`config.mk`:
```
export PLATFORM = sky130hd
export DESIGN_NAME = gpio_switch_conditioner_flat
export DESIGN_NICKNAME = d
export VERILOG_FILES = /design/src/rtl/gpio_switch_conditioner_if.sv /design/src/rtl/gpio_switch_conditioner.sv /design/src/flat_wrapper.sv
export SDC_FILE = /design/constraint.sdc
export NUM_CORES = 1
export LEC_CHECK = 0
export ABC_AREA = 1
export CORE_ASPECT_RATIO = 0.75
export CORE_MARGIN = 5
export CORE_UTILIZATION = 35
export DETAILED_ROUTE_END_ITERATION = 8
export GPL_TIMING_DRIVEN = 0
export PLACE_DENSITY_LB_ADDON = 0.12
export SLEW_MARGIN = 0
export SYNTH_ARGS = -nofsm -noshare
export SYNTH_HDL_FRONTEND = slang
export SYNTH_SLANG_ARGS = --single-unit
```
`constraint.sdc`:
```
create_clock -name clock_50 -period 6.4 [get_ports clock_50]
set_input_delay 1.28 -clock clock_50 [delete_from_list [all_inputs] [get_ports clock_50]]
set_output_delay 1.28 -clock clock_50 [all_outputs]
set_load 0.01 [all_outputs]
```
`src/rtl/gpio_switch_conditioner_if.sv`:
```
// Switch-word bundle between the GPIO board driver and the switch conditioner.
// GPIO_SW_TOGGLE_EN adds the latched sw_toggle word.
interface gpio_switch_conditioner_if #(
    parameter int WIDTH = 32
);
    logic [WIDTH-1:0] DIP_SW;
    logic [WIDTH-1:0] sw_state;
    logic [WIDTH-1:0] sw_rise;
    logic [WIDTH-1:0] sw_fall;
    logic             sw_changed;
    logic             sample_tick;
`ifdef GPIO_SW_TOGGLE_EN
    logic [WIDTH-1:0] sw_toggle;

    modport master (
        output DIP_SW,
        input  sw_state, sw_rise, sw_fall, sw_changed, sample_tick, sw_toggle
    );
    modport slave (
        input  DIP_SW,
        output sw_state, sw_rise, sw_fall, sw_changed, sample_tick, sw_toggle
    );
`else
    modport master (
        output DIP_SW,
        input  sw_state, sw_rise, sw_fall, sw_changed, sample_tick
    );
    modport slave (
        input  DIP_SW,
        output sw_state, sw_rise, sw_fall, sw_changed, sample_tick
    );
`endif
endinterface

```
`src/rtl/gpio_switch_conditioner.sv`:
```
// Synchronizes, debounces and edge-detects the DIP switch word in the clock_50 domain.
// Optional feature macro: GPIO_SW_TOGGLE_EN (adds per-bit latched toggle outputs).
module gpio_switch_bit #(
    parameter int STABLE_CNT = 4
) (
    input  logic clock_50,
    input  logic reset,
    input  logic sample_en,
    input  logic sync,
    output logic state,
    output logic rise,
    output logic fall,
`ifdef GPIO_SW_TOGGLE_EN
    output logic toggle,
`endif
    output logic accept
);
    localparam int CW = $clog2(STABLE_CNT) + 1;
    localparam logic [CW-1:0] LAST = CW'(STABLE_CNT - 1);

    logic [CW-1:0] cnt;

    // Combinational so the top can OR all bits into sw_changed on the same edge.
    assign accept = sample_en && (sync != state) && (cnt == LAST);

    always_ff @(posedge clock_50) begin
        if (reset) begin
            cnt   <= '0;
            state <= 1'b0;
            rise  <= 1'b0;
            fall  <= 1'b0;
        end else begin
            rise <= accept && sync;
            fall <= accept && !sync;
            if (sample_en) begin
                if (sync == state) begin
                    cnt <= '0;
                end else if (cnt == LAST) begin
                    state <= sync;
                    cnt   <= '0;
                end else begin
                    cnt <= cnt + CW'(1);
                end
            end
        end
    end

`ifdef GPIO_SW_TOGGLE_EN
    always_ff @(posedge clock_50) begin
        if (reset)
            toggle <= 1'b0;
        else if (accept && sync)
            toggle <= ~toggle;
    end
`endif
endmodule

module gpio_switch_conditioner #(
    parameter int WIDTH      = 32,
    parameter int SAMPLE_DIV = 131072,
    parameter int STABLE_CNT = 4
) (
    input  logic                        clock_50,
    input  logic                        reset,
    gpio_switch_conditioner_if.slave    bus
);
    localparam int DW = (SAMPLE_DIV > 1) ? $clog2(SAMPLE_DIV) : 1;
    localparam logic [DW-1:0] DIV_LAST = DW'(SAMPLE_DIV - 1);

    logic [WIDTH-1:0] meta;
    logic [WIDTH-1:0] sync;
    logic [WIDTH-1:0] state;
    logic [WIDTH-1:0] rise;
    logic [WIDTH-1:0] fall;
    logic [WIDTH-1:0] accept;
    logic [DW-1:0]    div;
    logic             sample_en;
    logic             changed;
    logic             tick;

    assign sample_en = (div == DIV_LAST);

    // Two-flop synchronizer per bit; bits may land on different cycles.
    always_ff @(posedge clock_50) begin
        if (reset) begin
            meta    <= '0;
            sync    <= '0;
            div     <= '0;
            tick    <= 1'b0;
            changed <= 1'b0;
        end else begin
            meta    <= bus.DIP_SW;
            sync    <= meta;
            div     <= sample_en ? '0 : div + DW'(1);
            tick    <= sample_en;
            changed <= |accept;
        end
    end

`ifdef GPIO_SW_TOGGLE_EN
    logic [WIDTH-1:0] toggle;
    assign bus.sw_toggle = toggle;
`endif

    for (genvar i = 0; i < WIDTH; i++) begin : g_bit
        gpio_switch_bit #(
            .STABLE_CNT (STABLE_CNT)
        ) u_bit (
            .clock_50  (clock_50),
            .reset     (reset),
            .sample_en (sample_en),
            .sync      (sync[i]),
            .state     (state[i]),
            .rise      (rise[i]),
            .fall      (fall[i]),
`ifdef GPIO_SW_TOGGLE_EN
            .toggle    (toggle[i]),
`endif
            .accept    (accept[i])
        );
    end

    assign bus.sw_state    = state;
    assign bus.sw_rise     = rise;
    assign bus.sw_fall     = fall;
    assign bus.sw_changed  = changed;
    assign bus.sample_tick = tick;
endmodule

```
`src/flat_wrapper.sv`:
```
// flat-port wrapper written by rule: the top's interface ports become plain ports
module gpio_switch_conditioner_flat 
#(
    parameter int WIDTH      = 32,
    parameter int SAMPLE_DIV = 131072,
    parameter int STABLE_CNT = 4
)
  (clock_50, reset, bus_DIP_SW, bus_sw_state, bus_sw_rise, bus_sw_fall, bus_sw_changed, bus_sample_tick);
  gpio_switch_conditioner_if #(.WIDTH(WIDTH)) bus_i ();
  input  logic clock_50;
  input  logic reset;
  input wire logic [$bits(bus_i.DIP_SW)-1:0] bus_DIP_SW;
  output wire logic [$bits(bus_i.sw_state)-1:0] bus_sw_state;
  output wire logic [$bits(bus_i.sw_rise)-1:0] bus_sw_rise;
  output wire logic [$bits(bus_i.sw_fall)-1:0] bus_sw_fall;
  output wire logic [$bits(bus_i.sw_changed)-1:0] bus_sw_changed;
  output wire logic [$bits(bus_i.sample_tick)-1:0] bus_sample_tick;
  assign bus_i.DIP_SW = bus_DIP_SW;
  assign bus_sw_state = bus_i.sw_state;
  assign bus_sw_rise = bus_i.sw_rise;
  assign bus_sw_fall = bus_i.sw_fall;
  assign bus_sw_changed = bus_i.sw_changed;
  assign bus_sample_tick = bus_i.sample_tick;
  gpio_switch_conditioner #(.WIDTH(WIDTH), .SAMPLE_DIV(SAMPLE_DIV), .STABLE_CNT(STABLE_CNT)) u_core (.clock_50(clock_50), .reset(reset), .bus(bus_i));
endmodule
```
==> results of run 1 <==
## synthesized netlist by cell type, drive strengths merged
| cell | count |
|---|---|
| nand3b | 1 |
| nor3 | 62 |
| xor2 | 1 |
| o21ai | 29 |
| nand2 | 286 |
| o31ai | 14 |
| a31oi | 17 |
| clkbuf | 6 |
| nand4 | 2 |
| nor2 | 164 |
| a211oi | 25 |
| a21oi | 109 |
| or2 | 1 |
| dfxtp | 275 |
| ha | 35 |
| inv | 193 |
| nand3 | 75 |
| buf | 144 |
| o21a | 2 |
## where the power goes
part | internal [W] | switching [W] | leakage [nW]
logic | 0.0000390 | 0.0000770 | 3.24
clock network | 0.00106 | 0.000714 | 0.503
registers | 0.00173 | 0.0000108 | 2.23
total | 0.00284 | 0.000802 | 5.97
## critical path, delay by kind of cell (launching register included)
kind                   cells  cell delay (ns)
buffers and inverters      2             0.67
DFF                        1             0.46
## final cells by class
class,instances,share of cell area (%)
Multi-Input combinational cell,823,29.1
Clock buffer,38,5.74
Sequential cell,275,38.6
Buffer,150,7.18
Inverter,193,5.07
Clock inverter,16,1.37
Timing Repair Buffer,130,9.12
Tap cell,442,3.87
## how the worst max path moves through the flow
stage                                     start                           end  slack (ns)
detailed placement                u_core.div[0]         u_core.bus.sw_changed        3.64
CTS                 u_core.g_bit[6].u_bit.state               bus_sw_state[6]        3.43
global placement                  u_core.div[0]         u_core.bus.sw_changed        3.65
global route        u_core.g_bit[6].u_bit.state               bus_sw_state[6]        3.38
floorplan                                 reset  u_core.g_bit[23].u_bit.state        4.35
finish              u_core.g_bit[6].u_bit.state               bus_sw_state[6]        3.43
## registers in the layout, indices dropped and copies added (netlist names)
name                      count
u_core.bus.sample_tick        1
u_core.g_bit.u_bit.fall      32
u_core.g_bit.u_bit.state     32
u_core.sync                  32
u_core.div                   17
u_core.meta                  32
u_core.g_bit.u_bit.cnt       96
u_core.bus.sw_changed         1
u_core.g_bit.u_bit.rise      32
## logic make-up after synthesis
group                    after synthesis
adder cells (fa/ha/maj)               35
XOR/XNOR                               1
flip-flops                           275
buffers and inverters                343
AO/OA/AOI/OAI                        196
AND/OR/NAND/NOR                      591
## cell usage in the layout, fill, tap and decap left out, types with 2 or more instances in the layout
master	netlist	layout
nand2_1	284	284
dfxtp_1	275	275
inv_1	188	188
nor2_1	160	160
clkdlybuf4s50_1	0	130
buf_4	99	99
a21oi_1	98	98
nand3_1	61	61
nor3_1	60	60
buf_2	36	36
ha_1	35	35
clkbuf_16	0	29
o21ai_0	28	28
a31oi_1	17	17
a211oi_1	16	16
o31ai_1	14	14
nand3_2	13	13
a21oi_2	11	11
a211oi_2	9	9
clkbuf_1	6	9
clkinv_2	0	8
buf_6	6	6
clkbuf_8	0	6
inv_2	5	5
bufinv_16	0	4
buf_1	3	3
nand2_2	2	2
nor2_4	2	2
nand4_1	2	2
nor2_2	2	2
nor3_2	2	2
o21a_1	2	2
clkinvlp_4	0	2
## routing by layer
metal,track usage (%),up-vias,wire (microns)
li1,-,4808,-
met1,25.8,4337,15700
met2,26.6,247,13500
met3,3.19,42,1990
met4,3.17,0,589
met5,0,-,0
## through the flow
stage          cells  hold WS [ns]  instance area (sq um)
6_report        2067         0.401                  14300
3_5_place_dp    2013         0.392                  13300
3_3_place_gp    2013         0.393                  13300
5_1_grt         2067         0.412                  14300
2_1_floorplan   1441         0.388                  11400
4_1_cts         2067         0.400                  14300
==> impl_metrics.ini, run 1 <==
[critical_path]
reg2reg_depth = 16
timing.rr.end = u_core.bus.sw_changed
worstReg2RegStart = u_core.div[0]
path_class = register to output port
cp-end-kind = output port
reg2reg_slack_ns = 3.66
cp_max_fo = 4
slowest_stage = clkdlybuf4s50_1
slowest_delay_ns = 0.52
crit_chain = buf_4, clkdlybuf4s50_1
worstPathRequired_ns = 5.12
arrival_ns = 1.69
critPathLaunchType = register

[timing]
fmax_mhz = 336
setup_ws_ns = 3.43
final_hold_viol_count = 0
skew_ns = 0.0170
period_minus_slack_ns = 2.97
worst_pin_slew_ns = 0.838
relSlewSlack_pct = 44.2
fin_crit_sh_pct = 46.5
final-setup-viol-count = 0
rsz0062_at_grt = no
tns_ns = 0
slew_viol_final = 0

[logic_synthesis]
synth_area_per_cell_sq_um = 7.92
synth_area_sq_um = 11400
synth_top_family_by_area = simple AND/OR/NAND/NOR gates
synthMuxAreaShare_pct = 0
ys_types = 32
synth_xor_area_share_pct = 0.0768
synth_top_area_share_pct = 48.3
synth-seq-cells = 275
yosysTopAreaCell = dfxtp_1
seq_area_frac_synth_pct = 48.3
synth_cells = 1441
ys_top_cells_by_area = dfxtp_1 (48%), nand2_1 (9.3%), buf_4 (6.5%)
synth-simple-area-share_pct = 22.0
synth_compound_area_share_pct = 10.4
yosysWarnings = 0
synth_fa_ha_area_share_pct = 3.84
syn_nets = 1510

[cts]
cts-buffers-inserted = 29
clkTransAtPathRegs_ns = 0.06
cts_root_buf = clkbuf_16
cts_sinks = 275
cts_tree = yes
cts_setup_buffers = 0
cts_resized = 0
htreeDepth = 1
cts-hold-fix-buffers = 0
cts_max_path_buffers = 3
clk_latency_ns = 0.56

[floorplanning]
core-area_sq_um = 32300
die_w_microns = 218
initial_utilization_pct = 35.3
die_area_sq_um = 36300
num_rows = 57
fp.dieH_microns = 166
io_pins = 132

[global_route]
grt_max_degree = 15
grt.overflow.total = 0
grt_pass1_wl_microns = 49900
antenna_found_initial = 0
grt_pass1_vias = 8916
track_usage_pct = 17.3

[placed_design]
port_buffers = 130
place_worst_setup_slack_ns = 3.64
dp_hpwl_microns = 23200
place_congestion = 0.825

[finish]
antenna_cells = 0
fin_nets = 1671
regArea_sq_um = 5510
fin_util_pct = 44.2
multi_input_area_sq_um = 4150
syn_to_final_growth_pct = 25.2
fill_cells = 3247
final_layout_size_suffix_gt1_share_pct = 14.8

[worst_hold_path]
min_path_cells = 2
hp-class = register to register
hp-start = u_core.meta[10]
whs_endpoint = u_core.sync[10]

[pwr]
power.density_nw_per_um2 = 255
peakVddDrop_v = 0.000188
leakage_nw = 5.97
total_power_w = 0.00364

[route]
post_drt_wl_per_cell_microns = 15.4
vias = 9434
drcViolationCount = 0
drt-total-wl_microns = 31900
drtIter0Drc = 583
drtAntennaViolNets = 0
via_per_inst = 4.56
firstDrtPassIters = 5

[run_status]
status = completed

[flow_run]
max_cap_violations = 0
Note: power is estimated with default switching activity, not from simulation.
==> inputs of run 2 (changes only) <==
- clock period: 6.4 -> 2.7 ns (I/O delays scaled with it)
==> impl_metrics.ini, run 2 (synthesis results as in run 1) <==
[cts]
cts_setup_buffers = 0
clk_latency_ns = 0.56
htreeDepth = 1
cts-hold-fix-buffers = 0
cts_tree = yes
cts_sinks = 275
cts_root_buf = clkbuf_16
clkTransAtPathRegs_ns = 0.06
cts_max_path_buffers = 3
cts-buffers-inserted = 29

[critical_path]
critPathLaunchType = register
slowest_stage = dfxtp_1
cp_max_fo = 10
cp-end-kind = register
path_class = register to register
slowest_delay_ns = 0.37
crit_chain = ha_1, nand2_2, nor2_4, nand3_1, nor2_1, nand2_1, nor2_4, ha_4, buf_12, buf_6, nand3_2, nand2_1, nor2_1, nand2_1, nor2_1, a21oi_2
arrival_ns = 2.97
worstPathRequired_ns = 3.18

[pwr]
peakVddDrop_v = 0.000443
power.density_nw_per_um2 = 600
leakage_nw = 5.99

[finish]
mostFrequentLayoutCell = nand2_1
largest_reg_flops = 96
syn_to_final_growth_pct = 25.9
regMostFlops = u_core.g_bit.u_bit.cnt
layout_common_cells = nand2_1 (284), dfxtp_1 (275), inv_1 (188)
final_cells = 2067
antenna_cells = 0
fin_nets = 1671
final_layout_size_suffix_gt1_share_pct = 15.2

[route]
vias = 9443
drtIter0Drc = 526
drt-total-wl_microns = 31900
via_per_inst = 4.57
post_drt_wl_per_cell_microns = 15.4
firstDrtPassIters = 5
drcViolationCount = 0
drtAntennaViolNets = 0

[floorplanning]
initial_utilization_pct = 35.3
io_pins = 132
num_rows = 57
fp.dieH_microns = 166
die_area_sq_um = 36300
die_w_microns = 218
core-area_sq_um = 32300

[timing]
rsz0062_at_grt = no
final_hold_viol_count = 0
relSlewSlack_pct = 45.0
skew_ns = 0.0156
slew_viol_final = 0
fin_crit_sh_pct = 92.2
tns_ns = 0
period_minus_slack_ns = 2.49
fmax_mhz = 402
worst_pin_slew_ns = 0.825
final-setup-viol-count = 0

[placed_design]
port_buffers = 130
dp_hpwl_microns = 23200
place_congestion = 0.825
numPlacedInstances = 2013

[global_route]
grt_pass1_wl_microns = 50000
grt_max_degree = 15
grt.overflow.total = 0
antenna_found_initial = 0
track_usage_pct = 17.4
grt_pass1_vias = 8923

[worst_hold_path]
hp-class = register to register

[run_status]
status = completed

[flow_run]
max_cap_violations = 0
[run 2: cell type report]
class                   instances  area [sq um]
plain buffers                 150          1050
inverters                     193           727
fillers                      3244         17900
flip-flops and latches        275          5510
well taps                     442           553
clock buffers                  38           820
clock inverters                16           195
repair buffers                130          1300
multi-input cells             823          4200
[run 2: layer usage]
metal  wire length, microns  global-route usage [%]  up-vias  part of all wire [%]
met1                  15800                    25.8     4344                    50
li1                       -                       -     4814                     -
met2                  13600                    26.6      243                    43
met5                      0                       0        -                     0
met3                   1910                    3.19       42                   6.0
met4                    577                    3.17        0                   1.8
[run 2: stage by stage]
stage	area [sq um]	utilization [%]	setup slack (ns)	power [W]	hold WS (ns)
final	14400	44.4	0.210	0.00861	0.400
after global routing	14400	44.4	0.00485	0.00893	0.412
after CTS	14300	44.2	0.0140	0.00873	0.400
after detailed placement	13300	41.0	-0.0561	0.00450	0.392
after global placement	13300	41.0	-0.0469	0.00450	0.393
after floorplan	11400	-	0.661	0.00436	0.388
[run 2: what timing repair did]
action,CTS,global route
pin swaps,0,1
endpoints found under the hold margin,0,0
cloned,0,0
endpoints found under the setup margin,4,39
gates resized for setup,6,19
[run 2: worst paths after layout]
check,startpoint,endpoint,slack [ns],cells past startpoint
worst min register to register,u_core.meta[10],u_core.sync[10],0.40,2
worst min-delay path,u_core.meta[10],u_core.sync[10],0.40,2
worst max register to register,u_core.div[0],u_core.bus.sw_changed,0.21,16
worst max-delay path,u_core.div[0],u_core.bus.sw_changed,0.21,16
[run 2: critical path, delay by kind of cell (launching register included)]
family                     cells  cell delay, ns
buffers and inverters          2            0.35
adders and majority gates      2            0.37
AOI/OAI and AO/OA              1            0.15
and+or+nand+nor               11            1.15
DFF                            1            0.37
[run 2: report_power, final]
part | total (W) | internal (W) | switching (W)
Sequential | 0.00413 | 0.00411 | 0.0000254
Combinational | 0.000275 | 0.0000924 | 0.000183
Clock | 0.00421 | 0.00252 | 0.00168
==> inputs of run 3 (changes only) <==
- CAP_MARGIN: default -> 10
- CORE_MARGIN: 5 -> 2
==> impl_metrics.ini, run 3 (synthesis results as in run 1) <==
[pwr]
leakage_nw = 5.93
power.density_nw_per_um2 = 571
peakVddDrop_v = 0.000445

[placed_design]
place_congestion = 0.830
place_worst_setup_slack_ns = -0.0708
placed_cell_area_sq_um = 13300
dp_hpwl_microns = 22700
port_buffers = 130
numPlacedInstances = 2013

[critical_path]
cp_max_fo = 10
critPathLaunchType = register
cp-end-kind = register
critPathLaunch = u_core.div[1]
arrival_ns = 3.01
reg2reg_slack_ns = 0.17
worstReg2RegStart = u_core.div[1]
slowest_delay_ns = 0.35
critPathTopFamily = simple AND/OR/NAND/NOR gates
worstPathRequired_ns = 3.18
reg2reg_depth = 16
crit_buf_inv = 2
slowest_stage = dfxtp_1
crit_chain = ha_1, nand2_2, nor2_4, nand3_1, nor2_1, nand2_1, nor2_2, ha_2, buf_6, buf_12, nand3_2, nand2_1, nor2_1, nand2_1, nor2_1, a21oi_2
timing.rr.end = u_core.bus.sw_changed
path_class = register to register

[finish]
largest_reg_flops = 96
fill_cells = 3261
final_cells = 2068
multi_input_area_sq_um = 4180
fin_area_sq_um = 14200
regMostFlops = u_core.g_bit.u_bit.cnt
fin_util_pct = 44.1
fin_nets = 1677
regArea_sq_um = 5510
final_layout_size_suffix_gt1_share_pct = 14.8
syn_to_final_growth_pct = 24.7
layout_common_cells = nand2_1 (284), dfxtp_1 (274), inv_1 (188)
mostFrequentLayoutCell = nand2_1

[route]
post_drt_wl_per_cell_microns = 15.4
drcViolationCount = 0
firstDrtPassIters = 5
drt-total-wl_microns = 31700
drtAntennaViolNets = 0
via_per_inst = 4.55
vias = 9404
drtIter0Drc = 524

[timing]
fmax_mhz = 395
relSlewSlack_pct = 45.0
final_hold_viol_count = 0
final-setup-viol-count = 0
fin_crit_sh_pct = 93.7
setup_ws_ns = 0.170
slew_viol_final = 0
fin_hold_ws_ns = 0.400
skew_ns = 0.00859
period_minus_slack_ns = 2.53
worst_pin_slew_ns = 0.825

[global_route]
met1_usage_pct = 27.8
grt_pass1_wl_microns = 49000
use_met2_pct = 28.3
gr-max-usage-layer = met2
grt_use_met3_pct = 2.87
track_usage_pct = 18.7
grt.overflow.total = 0
grt_max_degree = 14
grt_pass1_vias = 8841
antenna_found_initial = 1

[cts]
clkTransAtPathRegs_ns = 0.06
cts_sinks = 275
cts-buffers-inserted = 29
cts-hold-fix-buffers = 0
clk_latency_ns = 0.56
cts_root_buf = clkbuf_16
htreeDepth = 1
cts_tree = yes
cts_max_path_buffers = 3

[floorplanning]
core-area_sq_um = 32200
die_area_sq_um = 34100
initial_utilization_pct = 35.4
die_w_microns = 212
fp.dieH_microns = 160
num_rows = 57
io_pins = 132

[run_status]
status = completed

[worst_hold_path]
min_path_cells = 2
hp-class = register to register
hp-start = u_core.meta[10]
whs_endpoint = u_core.sync[10]

[flow_run]
max_cap_violations = 0
-- run 3: changes by cell type in the layout (fill, tap and decap cells not counted), sizes merged --
cell | before | now
clkinvlp | 2 | 0
inv | 195 | 193
diode | 0 | 1
clkbuf | 44 | 48
bufinv | 4 | 0
buf | 144 | 151
clkinv | 8 | 5
-- run 3: worst max-delay path by stage --
stage                       endpoint  slack (ns)  depth (start not counted)
2_1_floorplan  u_core.bus.sw_changed        0.66                         16
3_3_place_gp   u_core.bus.sw_changed       -0.06                         16
3_5_place_dp   u_core.bus.sw_changed       -0.07                         16
4_1_cts        u_core.bus.sw_changed        0.01                         16
5_1_grt        u_core.bus.sw_changed      -0.004                         16
6_report       u_core.bus.sw_changed        0.17                         16
-- run 3: worst register-to-register path: cells and delay by family, from the launching register on --
kind	cells	cell delay, ns
AOI/OAI and AO/OA	1	0.16
DFF	1	0.35
adders and majority gates	2	0.40
buffers and inverters	2	0.34
and+or+nand+nor	11	1.22
-- run 3: through the flow --
step           TNS (ns)  total power [W]
2_1_floorplan         0          0.00436
3_3_place_gp    -0.0614          0.00450
3_5_place_dp    -0.0708          0.00450
4_1_cts               0          0.00821
5_1_grt        -0.00351          0.00841
6_report              0          0.00812
-- run 3: area by class of cell --
cell class | count | area share, %
Timing Repair Buffer | 136 | 9.47
Clock inverter | 5 | 0.202
Sequential cell | 275 | 38.7
Clock buffer | 43 | 5.82
Multi-Input combinational cell | 823 | 29.4
Buffer | 150 | 7.36
Inverter | 193 | 5.09
Antenna cell | 1 | 0.0176
Tap cell | 442 | 3.89
-- run 3: per-layer routing --
metal / up-vias / wire [microns]
met2: 202 / 13600
met3: 44 / 1610
met5: - / 0
li1: 4808 / -
met1: 4350 / 15900
met4: 0 / 717
-- run 3: power breakdown --
part / leakage (nW) / total [W] / internal, W / switching [W]
combinational: 3.28 / 0.000277 / 0.0000925 / 0.000185
clock: 0.424 / 0.00371 / 0.00210 / 0.00161
sequential: 2.23 / 0.00413 / 0.00411 / 0.0000251
-- run 3: what timing repair did --
| action | in CTS | in global routing |
|---|---|---|
| pin swaps | 0 | 2 |
| resized for setup | 5 | 13 |
| endpoints found under the setup margin | 1 | 44 |
| setup buffers | 2 | 4 |
